$ cat src/rtl/mem_port_arbiter_pkg.sv
// Shared types and constants for the fetch/load-store memory port arbiter.
package mem_port_arbiter_pkg;

  localparam int unsigned ADDR_W = 32;
  localparam int unsigned DATA_W = 32;
  localparam int unsigned MASK_W = 4;

  // Watchdog defaults: 256-cycle abort needs a 9-bit counter.
  localparam int unsigned DEFAULT_TIMEOUT_CYCLES = 256;
  localparam int unsigned DEFAULT_TO_WIDTH       = 9;

  // Arbiter states.
  typedef enum logic [1:0] {
    ST_IDLE   = 2'd0,
    ST_BUSY_I = 2'd1,
    ST_BUSY_D = 2'd2
  } arb_state_t;

  // Which requester was granted most recently.
  typedef enum logic {
    LAST_I = 1'b0,
    LAST_D = 1'b1
  } last_t;

  // Command presented on the memory bus for one transaction.
  typedef struct packed {
    logic [ADDR_W-1:0] addr;
    logic              we;
    logic [DATA_W-1:0] wdata;
    logic [MASK_W-1:0] wmask;
  } bus_cmd_t;

  // Fetches are plain reads: no write data, no byte enables.
  function automatic bus_cmd_t fetch_cmd(input logic [ADDR_W-1:0] addr);
    bus_cmd_t cmd;
    cmd.addr  = addr;
    cmd.we    = 1'b0;
    cmd.wdata = '0;
    cmd.wmask = '0;
    return cmd;
  endfunction

  // Loads drive an all-zero byte-enable mask on the bus.
  function automatic bus_cmd_t data_cmd(input logic [ADDR_W-1:0] addr,
                                        input logic              we,
                                        input logic [DATA_W-1:0] wdata,
                                        input logic [MASK_W-1:0] wmask);
    bus_cmd_t cmd;
    cmd.addr  = addr;
    cmd.we    = we;
    cmd.wdata = wdata;
    cmd.wmask = we ? wmask : '0;
    return cmd;
  endfunction

endpackage

$ cat src/rtl/mem_port_arbiter_if.sv
// Requester and memory-bus signals around the arbiter.
interface mem_port_arbiter_if;
  import mem_port_arbiter_pkg::*;

  // Instruction-fetch requester
  logic              i_req;
  logic [ADDR_W-1:0] i_addr;
  logic              i_ack;
  logic [DATA_W-1:0] i_rdata;
  logic              i_err;

  // Load/store requester
  logic              d_req;
  logic [ADDR_W-1:0] d_addr;
  logic              d_we;
  logic [DATA_W-1:0] d_wdata;
  logic [MASK_W-1:0] d_wmask;
  logic              d_ack;
  logic [DATA_W-1:0] d_rdata;
  logic              d_err;

  // Shared memory bus
  logic              m_req;
  logic [ADDR_W-1:0] m_addr;
  logic              m_we;
  logic [DATA_W-1:0] m_wdata;
  logic [MASK_W-1:0] m_wmask;
  logic              m_ack;
  logic [DATA_W-1:0] m_rdata;

  // Arbiter side: owns the memory bus and answers both requesters.
  modport master (
    input  i_req, i_addr,
    input  d_req, d_addr, d_we, d_wdata, d_wmask,
    input  m_ack, m_rdata,
    output i_ack, i_rdata, i_err,
    output d_ack, d_rdata, d_err,
    output m_req, m_addr, m_we, m_wdata, m_wmask
  );

  // Environment side: requesters plus the memory.
  modport slave (
    output i_req, i_addr,
    output d_req, d_addr, d_we, d_wdata, d_wmask,
    output m_ack, m_rdata,
    input  i_ack, i_rdata, i_err,
    input  d_ack, d_rdata, d_err,
    input  m_req, m_addr, m_we, m_wdata, m_wmask
  );

endinterface

$ cat src/rtl/mem_port_arbiter_bus_watchdog.sv
// Counts unacknowledged bus cycles and flags when a transaction must be aborted.
module mem_port_arbiter_bus_watchdog #(
  parameter int unsigned TIMEOUT_CYCLES = 256,
  parameter int unsigned TO_WIDTH       = 9
) (
  input  logic clk,
  input  logic rst,
  input  logic clear,
  input  logic enable,
  output logic expire_c
);

  // Last cycle index before the abort; unused when the watchdog is disabled.
  localparam logic [TO_WIDTH-1:0] LIMIT =
    TO_WIDTH'((TIMEOUT_CYCLES == 0) ? 0 : TIMEOUT_CYCLES - 1);

  logic [TO_WIDTH-1:0] count_q;

  // Cycle counter: cleared at grant, advanced on each wait cycle.
  always_ff @(posedge clk or posedge rst) begin
    if (rst) begin
      count_q <= '0;
    end else if (clear) begin
      count_q <= '0;
    end else if (enable) begin
      count_q <= count_q + TO_WIDTH'(1);
    end
  end

  // A zero timeout disables the abort entirely.
  assign expire_c = (TIMEOUT_CYCLES != 0) && (count_q == LIMIT);

endmodule

$ cat src/rtl/mem_port_arbiter.sv
// Round-robin arbiter sharing one memory bus between fetch (I) and load/store (D),
// one transaction in flight, with a watchdog that aborts unacknowledged transactions.
module mem_port_arbiter
  import mem_port_arbiter_pkg::*;
#(
  parameter int unsigned TIMEOUT_CYCLES = DEFAULT_TIMEOUT_CYCLES,
  parameter int unsigned TO_WIDTH       = DEFAULT_TO_WIDTH
) (
  input logic                clk,
  input logic                rst,
  mem_port_arbiter_if.master bus
);

  arb_state_t        state_q, state_d;
  last_t             last_q, last_d;
  bus_cmd_t          cmd_q, cmd_d;
  logic              m_req_q, m_req_d;

  logic              i_ack_q, i_ack_d;
  logic              i_err_q, i_err_d;
  logic [DATA_W-1:0] i_rdata_q, i_rdata_d;
  logic              d_ack_q, d_ack_d;
  logic              d_err_q, d_err_d;
  logic [DATA_W-1:0] d_rdata_q, d_rdata_d;

  logic              wd_clear;
  logic              wd_enable;
  logic              wd_expire_c;
  logic              i_elig_c;
  logic              d_elig_c;

  // A requester whose ACK is showing still has its old REQ up; ignore it this cycle.
  assign i_elig_c = bus.i_req && !i_ack_q;
  assign d_elig_c = bus.d_req && !d_ack_q;

  mem_port_arbiter_bus_watchdog #(
    .TIMEOUT_CYCLES (TIMEOUT_CYCLES),
    .TO_WIDTH       (TO_WIDTH)
  ) u_watchdog (
    .clk      (clk),
    .rst      (rst),
    .clear    (wd_clear),
    .enable   (wd_enable),
    .expire_c (wd_expire_c)
  );

  // Next-state, grant selection and response generation.
  always_comb begin
    state_d   = state_q;
    last_d    = last_q;
    cmd_d     = cmd_q;
    m_req_d   = m_req_q;
    i_ack_d   = 1'b0;
    i_err_d   = 1'b0;
    i_rdata_d = '0;
    d_ack_d   = 1'b0;
    d_err_d   = 1'b0;
    d_rdata_d = '0;
    wd_clear  = 1'b0;
    wd_enable = 1'b0;

    case (state_q)
      ST_IDLE: begin
        // D wins a conflict unless it was granted last.
        if (d_elig_c && (!i_elig_c || (last_q == LAST_I))) begin
          cmd_d    = data_cmd(bus.d_addr, bus.d_we, bus.d_wdata, bus.d_wmask);
          last_d   = LAST_D;
          state_d  = ST_BUSY_D;
          m_req_d  = 1'b1;
          wd_clear = 1'b1;
        end else if (i_elig_c) begin
          cmd_d    = fetch_cmd(bus.i_addr);
          last_d   = LAST_I;
          state_d  = ST_BUSY_I;
          m_req_d  = 1'b1;
          wd_clear = 1'b1;
        end
      end

      ST_BUSY_I, ST_BUSY_D: begin
        // An ACK in the expiry cycle still completes normally.
        if (bus.m_ack) begin
          state_d = ST_IDLE;
          m_req_d = 1'b0;
          if (state_q == ST_BUSY_I) begin
            i_ack_d   = 1'b1;
            i_rdata_d = bus.m_rdata;
          end else begin
            d_ack_d   = 1'b1;
            d_rdata_d = bus.m_rdata;
          end
        end else if (wd_expire_c) begin
          state_d = ST_IDLE;
          m_req_d = 1'b0;
          if (state_q == ST_BUSY_I) begin
            i_ack_d = 1'b1;
            i_err_d = 1'b1;
          end else begin
            d_ack_d = 1'b1;
            d_err_d = 1'b1;
          end
        end else begin
          wd_enable = 1'b1;
        end
      end

      default: begin
        state_d = ST_IDLE;
        m_req_d = 1'b0;
      end
    endcase
  end

  // State, priority, bus command and response registers.
  always_ff @(posedge clk or posedge rst) begin
    if (rst) begin
      state_q   <= ST_IDLE;
      last_q    <= LAST_I;
      cmd_q     <= '0;
      m_req_q   <= 1'b0;
      i_ack_q   <= 1'b0;
      i_err_q   <= 1'b0;
      i_rdata_q <= '0;
      d_ack_q   <= 1'b0;
      d_err_q   <= 1'b0;
      d_rdata_q <= '0;
    end else begin
      state_q   <= state_d;
      last_q    <= last_d;
      cmd_q     <= cmd_d;
      m_req_q   <= m_req_d;
      i_ack_q   <= i_ack_d;
      i_err_q   <= i_err_d;
      i_rdata_q <= i_rdata_d;
      d_ack_q   <= d_ack_d;
      d_err_q   <= d_err_d;
      d_rdata_q <= d_rdata_d;
    end
  end

  assign bus.m_req   = m_req_q;
  assign bus.m_addr  = cmd_q.addr;
  assign bus.m_we    = cmd_q.we;
  assign bus.m_wdata = cmd_q.wdata;
  assign bus.m_wmask = cmd_q.wmask;

  assign bus.i_ack   = i_ack_q;
  assign bus.i_err   = i_err_q;
  assign bus.i_rdata = i_rdata_q;
  assign bus.d_ack   = d_ack_q;
  assign bus.d_err   = d_err_q;
  assign bus.d_rdata = d_rdata_q;

endmodule

$ cat src/flat_wrapper.sv
// flat-port wrapper written by rule: the top's interface ports become plain ports
module mem_port_arbiter_flat import mem_port_arbiter_pkg::*;
#(
  parameter int unsigned TIMEOUT_CYCLES = DEFAULT_TIMEOUT_CYCLES,
  parameter int unsigned TO_WIDTH       = DEFAULT_TO_WIDTH
)
  (clk, rst, bus_i_req, bus_i_addr, bus_d_req, bus_d_addr, bus_d_we, bus_d_wdata, bus_d_wmask, bus_m_ack, bus_m_rdata, bus_i_ack, bus_i_rdata, bus_i_err, bus_d_ack, bus_d_rdata, bus_d_err, bus_m_req, bus_m_addr, bus_m_we, bus_m_wdata, bus_m_wmask);
  mem_port_arbiter_if bus_i ();
  input logic clk;
  input logic rst;
  input wire logic [$bits(bus_i.i_req)-1:0] bus_i_req;
  input wire logic [$bits(bus_i.i_addr)-1:0] bus_i_addr;
  input wire logic [$bits(bus_i.d_req)-1:0] bus_d_req;
  input wire logic [$bits(bus_i.d_addr)-1:0] bus_d_addr;
  input wire logic [$bits(bus_i.d_we)-1:0] bus_d_we;
  input wire logic [$bits(bus_i.d_wdata)-1:0] bus_d_wdata;
  input wire logic [$bits(bus_i.d_wmask)-1:0] bus_d_wmask;
  input wire logic [$bits(bus_i.m_ack)-1:0] bus_m_ack;
  input wire logic [$bits(bus_i.m_rdata)-1:0] bus_m_rdata;
  output wire logic [$bits(bus_i.i_ack)-1:0] bus_i_ack;
  output wire logic [$bits(bus_i.i_rdata)-1:0] bus_i_rdata;
  output wire logic [$bits(bus_i.i_err)-1:0] bus_i_err;
  output wire logic [$bits(bus_i.d_ack)-1:0] bus_d_ack;
  output wire logic [$bits(bus_i.d_rdata)-1:0] bus_d_rdata;
  output wire logic [$bits(bus_i.d_err)-1:0] bus_d_err;
  output wire logic [$bits(bus_i.m_req)-1:0] bus_m_req;
  output wire logic [$bits(bus_i.m_addr)-1:0] bus_m_addr;
  output wire logic [$bits(bus_i.m_we)-1:0] bus_m_we;
  output wire logic [$bits(bus_i.m_wdata)-1:0] bus_m_wdata;
  output wire logic [$bits(bus_i.m_wmask)-1:0] bus_m_wmask;
  assign bus_i.i_req = bus_i_req;
  assign bus_i.i_addr = bus_i_addr;
  assign bus_i.d_req = bus_d_req;
  assign bus_i.d_addr = bus_d_addr;
  assign bus_i.d_we = bus_d_we;
  assign bus_i.d_wdata = bus_d_wdata;
  assign bus_i.d_wmask = bus_d_wmask;
  assign bus_i.m_ack = bus_m_ack;
  assign bus_i.m_rdata = bus_m_rdata;
  assign bus_i_ack = bus_i.i_ack;
  assign bus_i_rdata = bus_i.i_rdata;
  assign bus_i_err = bus_i.i_err;
  assign bus_d_ack = bus_i.d_ack;
  assign bus_d_rdata = bus_i.d_rdata;
  assign bus_d_err = bus_i.d_err;
  assign bus_m_req = bus_i.m_req;
  assign bus_m_addr = bus_i.m_addr;
  assign bus_m_we = bus_i.m_we;
  assign bus_m_wdata = bus_i.m_wdata;
  assign bus_m_wmask = bus_i.m_wmask;
  mem_port_arbiter #(.TIMEOUT_CYCLES(TIMEOUT_CYCLES), .TO_WIDTH(TO_WIDTH)) u_core (.clk(clk), .rst(rst), .bus(bus_i));
endmodule
$ cat config.mk
export PLATFORM = sky130hd
export DESIGN_NAME = mem_port_arbiter_flat
export DESIGN_NICKNAME = d
export VERILOG_FILES = /design/src/rtl/mem_port_arbiter_pkg.sv /design/src/rtl/mem_port_arbiter_if.sv /design/src/rtl/mem_port_arbiter_bus_watchdog.sv /design/src/rtl/mem_port_arbiter.sv /design/src/flat_wrapper.sv
export SDC_FILE = /design/constraint.sdc
export NUM_CORES = 1
export LEC_CHECK = 0
export ABC_CLOCK_PERIOD_IN_PS = 4860
export BUFFER_PORTS_ARGS = -buffer_cell sky130_fd_sc_hd__buf_2
export CORE_MARGIN = 10
export CORE_UTILIZATION = 40
export DETAILED_ROUTE_END_ITERATION = 16
export PLACE_DENSITY_LB_ADDON = 0.1
export SLEW_MARGIN = 0
export SYNTH_ARGS = -nofsm -noshare
export SYNTH_HDL_FRONTEND = slang
export SYNTH_SLANG_ARGS = --single-unit
$ cat constraint.sdc
create_clock -name clk -period 4.86 [get_ports clk]
set_input_delay 0.486 -clock clk [delete_from_list [all_inputs] [get_ports clk]]
set_output_delay 0.486 -clock clk [all_outputs]
set_load 0.02 [all_outputs]
## Word-level counts from Yosys, hierarchy flattened

Cells that the tools add are included.
Widths: inputs -> output; s select.

- Bitwise gates (word level): 1
- Eq/ne operators: 5
- Multiplexer cells: 41
- Reduce and logical (&&, ||, !) cells: 13
- Add/subtract/negate cells: 1

Operators by type and width:

| operator | count |
|---|---|
| $mux 32 | 6 |
| $mux 69 | 2 |
| $mux 1 | 24 |
| $mux 9 | 2 |
| $add 9x1->9 const B | 1 |
| $eq 9x8->1 const B | 1 |
| $mux 2 | 4 |
| $mux 4 | 1 |
| $pmux 2 s2 | 1 |
| $reduce_and 2->1 | 2 |
| $reduce_bool 2->1 | 2 |
| $logic_and 1x1->1 | 3 |
| $logic_not 1->1 | 3 |
| $ne 3x1->1 const B | 1 |
| $ne 3x3->1 const B | 1 |
| $eq 2x1->1 const B | 1 |
| $eq 2x2->1 const B | 1 |
| $logic_not 2->1 | 1 |
| $pmux 1 s2 | 1 |
| $reduce_or 2->1 | 1 |
| $logic_or 1x1->1 | 1 |
| $not 1->1 | 1 |

- Logic and storage cells: 75
- Output and inout port bits: 138
- Register bits after elaboration: 150
- Input bits: 138

## Depth between registers and ports, before layout

Gate-level depths: netlist of run 1.

- Depth in word-level cells: 8
- Gate-level depth with buffers: 7
- Mapped depth without buffers: 7

## Hierarchy

Synthesis of run 1 repeated with hierarchy kept, for this count alone.

- Cells, all modules: 529
- Area total of the unflattened synthesis: 6102.1 um2

By module, submodules not included:

| module | instances | seq. area each (um2) | cells an instance | area each (um2) |
|---|---|---|---|---|
| mem_port_arbiter | 1 | 3528.4 | 483 | 5647.9 |
| mem_port_arbiter_bus_watchdog | 1 | 225.2 | 46 | 454.2 |

## Worst setup path after synthesis of run 1

Ideal clock, no wire load.

- Kind: reg2reg
- Start point: register u_core.u_watchdog.count_q[0]
- End point: register u_core.u_watchdog.count_q[4]
- Buffers on the path: 0
- Arrival time: 1905 ps
- Clock period less this slack: 1978 ps
- Stages on the path, launching flop included: 8
- Setup time: 73 ps
- Slack: 2882 ps
- Path through: dfrtp_1 > ha_1 > nand3_1 > nor2_1 > ha_1 > or3b_4 > or3_1 > a21oi_2

- Word-level cells in the longest chain between the ends: 5

Ends and longest elaborated chain:

| what | line | source |
|---|---|---|
| start: declaration | mem_port_arbiter_bus_watchdog.sv:17 | `logic [TO_WIDTH-1:0] count_q;` |
| start signal: assignment | mem_port_arbiter_bus_watchdog.sv:26 | `count_q <= count_q + TO_WIDTH'(1);` |
| branches (longest 5 deep; another with $add 9x1->9) | n/a |  |

Several ways; the timed one is not identified. The select of a mux whose other input is x is not followed.
A chain may end at the register's enable or synchronous reset.

## Worst setup path after layout of run 1

- Start point: register u_core.d_ack_q (netlist: u_core.bus.d_ack)
- End point: register u_core.cmd_q, in the netlist u_core.bus.m_wmask[1]

- Word-level cells in the longest chain between the ends: 5

Ends and longest elaborated chain:

| what | line | source |
|---|---|---|
| start: declaration | mem_port_arbiter.sv:22 | `logic d_ack_q, d_ack_d;` |
| start signal: assignment | mem_port_arbiter.sv:135 | `d_ack_q <= d_ack_d;` |
| $logic_not 1->1 (*) | mem_port_arbiter.sv:34 | `assign d_elig_c = bus.d_req && !d_ack_q;` |
| $logic_and 1x1->1 (*) | mem_port_arbiter.sv:34 |  |
| $logic_and 1x1->1 (*) | mem_port_arbiter.sv:65 | `if (d_elig_c && (!i_elig_c \|\| (last_q == LAST_I))) begin` |
| $reduce_bool 2->1 (no line) | n/a |  |
| $reduce_and 2->1 (no line) | n/a |  |
| end signal: assignment | mem_port_arbiter.sv:130 | `cmd_q <= cmd_d;` |
| end: declaration | mem_port_arbiter.sv:16 | `bus_cmd_t cmd_q, cmd_d;` |

Every way passes the cells marked *; elsewhere a longest branch is shown, timed or not.

==> results.json, run 1 <==
{
  "drc": 0,
  "synthXorXnorAreaFrac": 0.00142,
  "critPathSlowestCell": "dfrtp_1",
  "path_class": "register to register",
  "io-pin-count": 276,
  "cts-buffers-inserted": 17,
  "totalNegativeSetupSlack_ns": 0,
  "layout_commonest_cell": "buf_2",
  "final_net_count": 927,
  "power_density_nw_per_um2": 635,
  "number_of_endpoints_failing_setup_at_the_final_stage": 0,
  "synth-edff-count": 0,
  "path_clk_slew_ns": 0.07,
  "cpPeakStageDelay_ns": 0.94,
  "die_width_um": 144,
  "final.period_utilization": 0.525,
  "synth_area_leaders": "dfrtp_1 (61%), a22o_1 (4.7%), and3b_1 (4.7%)",
  "startpoint": "u_core.bus.d_ack$_DFF_PP0_",
  "worst-path-max-fanout": 69,
  "outcome": "completed",
  "critical_path.reg2reg.startpoint": "u_core.bus.d_ack$_DFF_PP0_",
  "synth.cell_area_um2": 6170,
  "worst_clock_skew_ns": 0.00709,
  "fp.dieArea_um2": 20800,
  "netlist.area_leader.share": 0.608,
  "timing.critical_path.from_type": "register",
  "post_cts_resize_count": 0,
  "drt_wl_cell_um": 20.2,
  "gp_congestion": 0.774,
  "unrepaired_setup_endpoints_after_global_routing": "no",
  "synthArstFlopShare": 1.00,
  "firstDrtPassIters": 5,
  "worstPathRequired_ns": 5.16,
  "grt-ovfl-total": 0,
  "clk_latency_ns": 0.42,
  "maxCapViolations": 0,
  "leakage_nw": 4.33,
  "wire_length_of_the_first_global_routing_pass_um": 30600,
  "synth_flop_cell": "dfrtp_1",
  "cp.arrival_ns": 2.85,
  "area.growth.synth_to_final_pct": 33.4,
  "crit_chain": "nand2b_2, buf_4, nor3_4, buf_4, a32o_1",
  "period_minus_slack_ns": 2.55,
  "layout-drive-gt1-share": 0.410,
  "cts_buffer_depth": 2,
  "postCtsSetupBuffers": 0,
  "routed_via_density": 5.37,
  "detailed_place_hpwl_um": 13700,
  "h-tree-depth": 4,
  "vias": 5309,
  "cts_hold_buf": 0,
  "maxSlewViolCount": 0,
  "worstSetupEndpointType": "register",
  "syn_inst": 533,
  "standard_cell_core_area_um2": 15100,
  "synth_compound_gate_area_share": 0.196,
  "floorplan.initialDensity": 0.408,
  "fin_worst_hold_slack_ns": 0.286,
  "grt_use_total": 0.188,
  "tritoncts": "done",
  "final_cell_mix": "buf_2 (275), dfrtp_1 (150), nor2_1 (68), nand2_1 (38), o21ai_0 (35)",
  "syn-mean-instance-area_um2": 11.6,
  "seq_cells_post_synth": 150,
  "worst_hold_startpoint": "bus_d_wdata[22]",
  "cell_mode_on_critical_path": "buf_4",
  "yosys.area_share.adder": 0.00811,
  "cts.root.buffer_cell": "clkbuf_16",
  "number_of_global_route_vias_before_repair": 5491,
  "yosys_warnings": 0,
  "ant_nets": 0,
  "vdd_drop_max_mv": 0.373,
  "finalWirelength_um": 20000,
  "synth-seq-area-share": 0.608,
  "number_of_antenna_violations_at_the_first_check_in_global_routing": 1,
  "synth_nets": 675,
  "max_clock_freq_ghz": 0.392,
  "synth.lib_cells_used.distinct": 47,
  "number_of_sinks_driven_by_the_clock_tree": 150,
  "port-buffer-count": 275,
  "synth_simple_gate_area_frac": 0.145,
  "initialDrtViolationCount": 316,
  "synth_top_family_by_area": "compound AO/OA/AOI/OAI gates",
  "row_count": 45,
  "holdCritPathClass": "input port to register",
  "synthMuxAreaShare": 0,
  "grt_start_max_net_pins": 111,
  "timing.slew.headroom": 0.156,
  "timing_hold_violations_final": 0,
  "worst_pin_slew_ns": 1.26,
  "synth.largest_area_cell": "dfrtp_1",
  "dieHeight_um": 144
}
-- per-stage QoR --
step           total power, mW  instance area (µm²)  worst slack, ns  cells   util
3_3_place_gp              3.86                 7630             2.39    954  0.504
6_report                  5.23                 8240             2.31    988  0.544
4_1_cts                   5.28                 8230             2.30    986  0.543
5_1_grt                   5.55                 8230             2.12    986  0.543
3_5_place_dp              3.91                 7630             2.30    954  0.504
2_1_floorplan             3.22                 6170            0.338    533      -
-- sequential cells by signal, indices dropped and copies added (netlist names) --
register,count
u_core.bus.d_rdata,32
u_core.bus.i_rdata,32
u_core.bus.m_addr,32
u_core.bus.m_wdata,32
u_core.u_watchdog.count_q,9
u_core.bus.m_wmask,4
u_core.state_q,2
u_core.bus.d_ack,1
u_core.bus.d_err,1
u_core.bus.i_ack,1
u_core.bus.i_err,1
u_core.bus.m_req,1
u_core.bus.m_we,1
u_core.last_q,1
-- cell families (layout without fill, tap and decap cells) --
family | Yosys count | count (layout)
XOR/XNOR | 1 | 1
buffers and inverters | 56 | 321
flip-flops | 150 | 150
AO/OA/AOI/OAI | 156 | 156
AND/OR/NAND/NOR | 166 | 166
other | 0 | 2
adder cells (fa/ha/maj) | 4 | 4
-- worst max-delay path, delay by kind of cell, from the launching register on --
kind,cells,cell delay [ns]
AO/OA/AOI/OAI,1,0.31
buffers and inverters,2,0.84
flip-flops,1,0.94
AND/OR/NAND/NOR,2,0.34
-- cell usage after synthesis, types with 2 or more instances --
cell type / number
or3_1: 3
inv_1: 5
clkbuf_1: 26
o21ai_0: 35
a21oi_2: 2
nor2_1: 68
nand2b_1: 3
a2bb2oi_1: 32
nand4_1: 2
a22o_1: 33
buf_6: 2
nand3_1: 2
buf_4: 4
nor4_1: 2
and3b_1: 33
dfrtp_1: 150
buf_1: 4
a21oi_1: 6
nand2_1: 38
buf_2: 14
or4_1: 2
ha_1: 4
o31ai_1: 3
nor2b_1: 2
a221oi_1: 32
a32o_1: 4
o21ai_1: 2
-- power by group --
part	internal (mW)	switching, mW
logic	0.767	1.30
registers	1.60	0.215
clock network	0.788	0.566
-- final timing paths --
path	to	slack, ns	cells past startpoint
max	u_core.bus.m_wmask[1]$_DFFE_PP0P_	2.31	5
min	u_core.bus.m_wdata[22]$_DFFE_PP0P_	0.29	2
max reg2reg	u_core.bus.m_wmask[1]$_DFFE_PP0P_	2.31	5
min reg2reg	u_core.bus.m_wdata[13]$_DFFE_PP0P_	0.50	1
max in group asynchronous	u_core.state_q[0]$_DFFE_PP0P_	3.45	3
min in group asynchronous	u_core.bus.m_addr[24]$_DFFE_PP0P_	0.30	2
-- per-layer routing --
layer / up-vias / track usage / wire length (µm)
li1: 2452 / - / -
met3: 27 / 0.0974 / 2420
met4: 2 / 0.0617 / 371
met5: - / 0 / 7
met2: 235 / 0.289 / 9590
met1: 2593 / 0.223 / 7590
-- final cells by class --
type                       count  area (µm²)
antenna                        2        5.00
clock buffer                  19         443
clock inverter                13         160
fill                        1367        6910
inverter                       6        27.5
multi-input combinational    327        2170
sequential                   150        3750
tap                          188         235
timing repair buffer         283        1440
Note: power is estimated with default switching activity, not from simulation.
==> run 2, diff against run 1 <==
Settings changed: ABC_CLOCK_PERIOD_IN_PS 4860 to 2390.
Clock period 4.86 ns to 2.39 ns, I/O delays scaled along.
==> run 2 against run 1 <==
Design area is 1.0% higher. Clock-buffer cell count shrank 2. Worst setup slack got worse by 2.1 ns. Combinational power rose by 110%. Clock skew hardly changed. Sequential share of layout area shrank 0.46 points. Power is 100% higher. First-iteration DRC count shrank 24%. Flip-flop and latch count is the same. Worst hold slack got worse by 0.24 ns. Highest routed layer unchanged.
==> results.json, run 2 (synthesis results as in run 1) <==
{
  "critPathSlowestCell": "or4_1",
  "net_switching_component_of_the_power_mw": 4.09,
  "leakage_nw": 4.38,
  "grt_start_max_net_pins": 91,
  "cts.root.buffer_cell": "clkbuf_16",
  "path_clk_slew_ns": 0.06,
  "setup_ws_ns": 0.247,
  "final_cell_count_no_fill": 997,
  "final_area_um2": 8320,
  "cpPeakStageDelay_ns": 0.52,
  "max_clock_freq_ghz": 0.467,
  "power_share_of_the_combinational_group": 0.414,
  "grt-ovfl-total": 0,
  "totalNegativeSetupSlack_ns": 0,
  "final.period_utilization": 0.897,
  "worst-path-max-fanout": 6,
  "io-pin-count": 276,
  "layout-drive-gt1-share": 0.417,
  "critical_path_buf_inv_count": 0,
  "clock_power_share": 0.243,
  "grt_use_total": 0.184,
  "path_class": "register to register",
  "post_cts_resize_count": 0,
  "multi_input_combinational_cell_area_um2": 2170,
  "floorplan.initialDensity": 0.408,
  "worst_clock_skew_ns": 0.00749,
  "timing.critical_path.from_type": "register",
  "dieHeight_um": 144,
  "wire_length_of_the_first_global_routing_pass_um": 30100,
  "internal-power_mw": 6.41,
  "firstDrtPassIters": 4,
  "standard_cell_core_area_um2": 15100,
  "placed_cells_incl_taps": 965,
  "switching_share": 0.390,
  "worst_pin_slew_ns": 0.712,
  "tritoncts": "done",
  "maxSlewViolCount": 0,
  "placed_area_um2": 7750,
  "vdd_drop_max_mv": 0.570,
  "drt_wl_cell_um": 19.5,
  "seqPwrFrac": 0.343,
  "outcome": "completed",
  "vias": 5286,
  "cp.arrival_ns": 2.48,
  "die_width_um": 144,
  "cts-buffers-inserted": 17,
  "cell_mode_on_critical_path": "ha_1",
  "unrepaired_setup_endpoints_after_global_routing": "no",
  "period_minus_slack_ns": 2.14,
  "worstSetupEndpointType": "register",
  "timing_hold_violations_final": 0,
  "layout.filler_cells": 1404,
  "pre_cts_setup_slack_ns": 0.248,
  "final_net_count": 939,
  "final_cell_mix": "buf_2 (275), dfrtp_1 (150), nor2_1 (68), nand2_1 (38), o21ai_0 (35)",
  "critical-path-top-delay-family": "simple AND/OR/NAND/NOR gates",
  "holdCritPathClass": "input port to register",
  "h-tree-depth": 4,
  "layout_commonest_cell": "buf_2",
  "maxCapViolations": 0,
  "area.growth.synth_to_final_pct": 34.8,
  "detailed_place_hpwl_um": 14100,
  "number_of_endpoints_failing_setup_at_the_final_stage": 0,
  "number_of_sinks_driven_by_the_clock_tree": 150,
  "postCtsSetupBuffers": 0,
  "crit_chain": "ha_1, nand3_1, nor2_1, ha_1, nand4b_1, or4_1, a21oi_1",
  "finalWirelength_um": 19500,
  "number_of_antenna_violations_at_the_first_check_in_global_routing": 2,
  "seqCellArea_um2": 3750,
  "gp_congestion": 0.748,
  "initialDrtViolationCount": 240,
  "ant_nets": 0,
  "number_of_global_route_vias_before_repair": 5606,
  "drc": 0,
  "power_density_nw_per_um2": 1260,
  "worstPathRequired_ns": 2.73,
  "clk_latency_ns": 0.41,
  "cts_buffer_depth": 2,
  "row_count": 45,
  "port-buffer-count": 275,
  "routed_via_density": 5.30,
  "timing.slew.headroom": 0.525,
  "fp.dieArea_um2": 20800
}
-- run 2: changes by cell type in the layout (fill, tap and decap cells not counted), sizes merged --
| cell | before | now |
|---|---|---|
| dlygate4sd3 | 0 | 1 |
| clkbuf | 19 | 17 |
| buf | 283 | 294 |
| diode | 2 | 1 |
| inv | 13 | 6 |
| clkinv | 1 | 8 |
-- run 2: path summary, 6_finish.rpt --
kind                                                          start  slack (ns)  depth (start not counted)                                       end
max                        u_core.u_watchdog.count_q[0]$_DFFE_PP0P_        0.25                          7  u_core.u_watchdog.count_q[7]$_DFFE_PP0P_
min                                                 bus_d_wdata[18]        0.05                          2        u_core.bus.m_wdata[18]$_DFFE_PP0P_
max reg2reg                u_core.u_watchdog.count_q[0]$_DFFE_PP0P_        0.25                          7  u_core.u_watchdog.count_q[7]$_DFFE_PP0P_
min reg2reg                       u_core.bus.m_wmask[0]$_DFFE_PP0P_        0.49                          1         u_core.bus.m_wmask[0]$_DFFE_PP0P_
max in group asynchronous                                       rst        1.25                          4          u_core.bus.i_rdata[24]$_DFF_PP0_
min in group asynchronous                                       rst        0.57                          4           u_core.bus.i_rdata[5]$_DFF_PP0_
-- run 2: per-layer routing --
| metal | wire, µm | part of all wire | global-route usage | up-vias |
|---|---|---|---|---|
| met5 | 21 | 0.0011 | 0 | - |
| met4 | 261 | 0.013 | 0.0590 | 4 |
| met3 | 2170 | 0.11 | 0.0895 | 21 |
| met2 | 9680 | 0.50 | 0.297 | 216 |
| met1 | 7330 | 0.38 | 0.211 | 2581 |
| li1 | - | - | - | 2464 |
-- run 2: stage by stage --
stage          total power, mW  hold slack [ns]   util
2_1_floorplan             6.56            0.371      -
6_report                  10.5           0.0487  0.549
4_1_cts                   10.6           0.0271  0.549
3_3_place_gp              7.96            0.433  0.511
3_5_place_dp              8.03            0.441  0.511
5_1_grt                   11.2           0.0238  0.549
-- run 2: power by group through the flow --
stage	Sequential [mW]	Clock, mW	Combinational, mW
global route	3.69	2.75	4.75
floorplan	4.44	0	2.12
detailed placement	3.63	0	4.40
finish	3.60	2.55	4.35
CTS	3.60	2.62	4.41
global placement	3.62	0	4.34
-- run 2: cell type report --
cell class | instances | area share
sequential | 150 | 0.451
tap | 188 | 0.0283
multi-input combinational | 327 | 0.261
inverter | 6 | 0.00316
timing repair buffer | 295 | 0.188
clock buffer | 17 | 0.0511
clock inverter | 13 | 0.0162
antenna | 1 | 0.000301
-- run 2: repair_timing --
action                                  in CTS  in global routing
hold buffers                                 1                  0
endpoints found under the hold margin       90                  0
endpoints found under the setup margin       0                  0
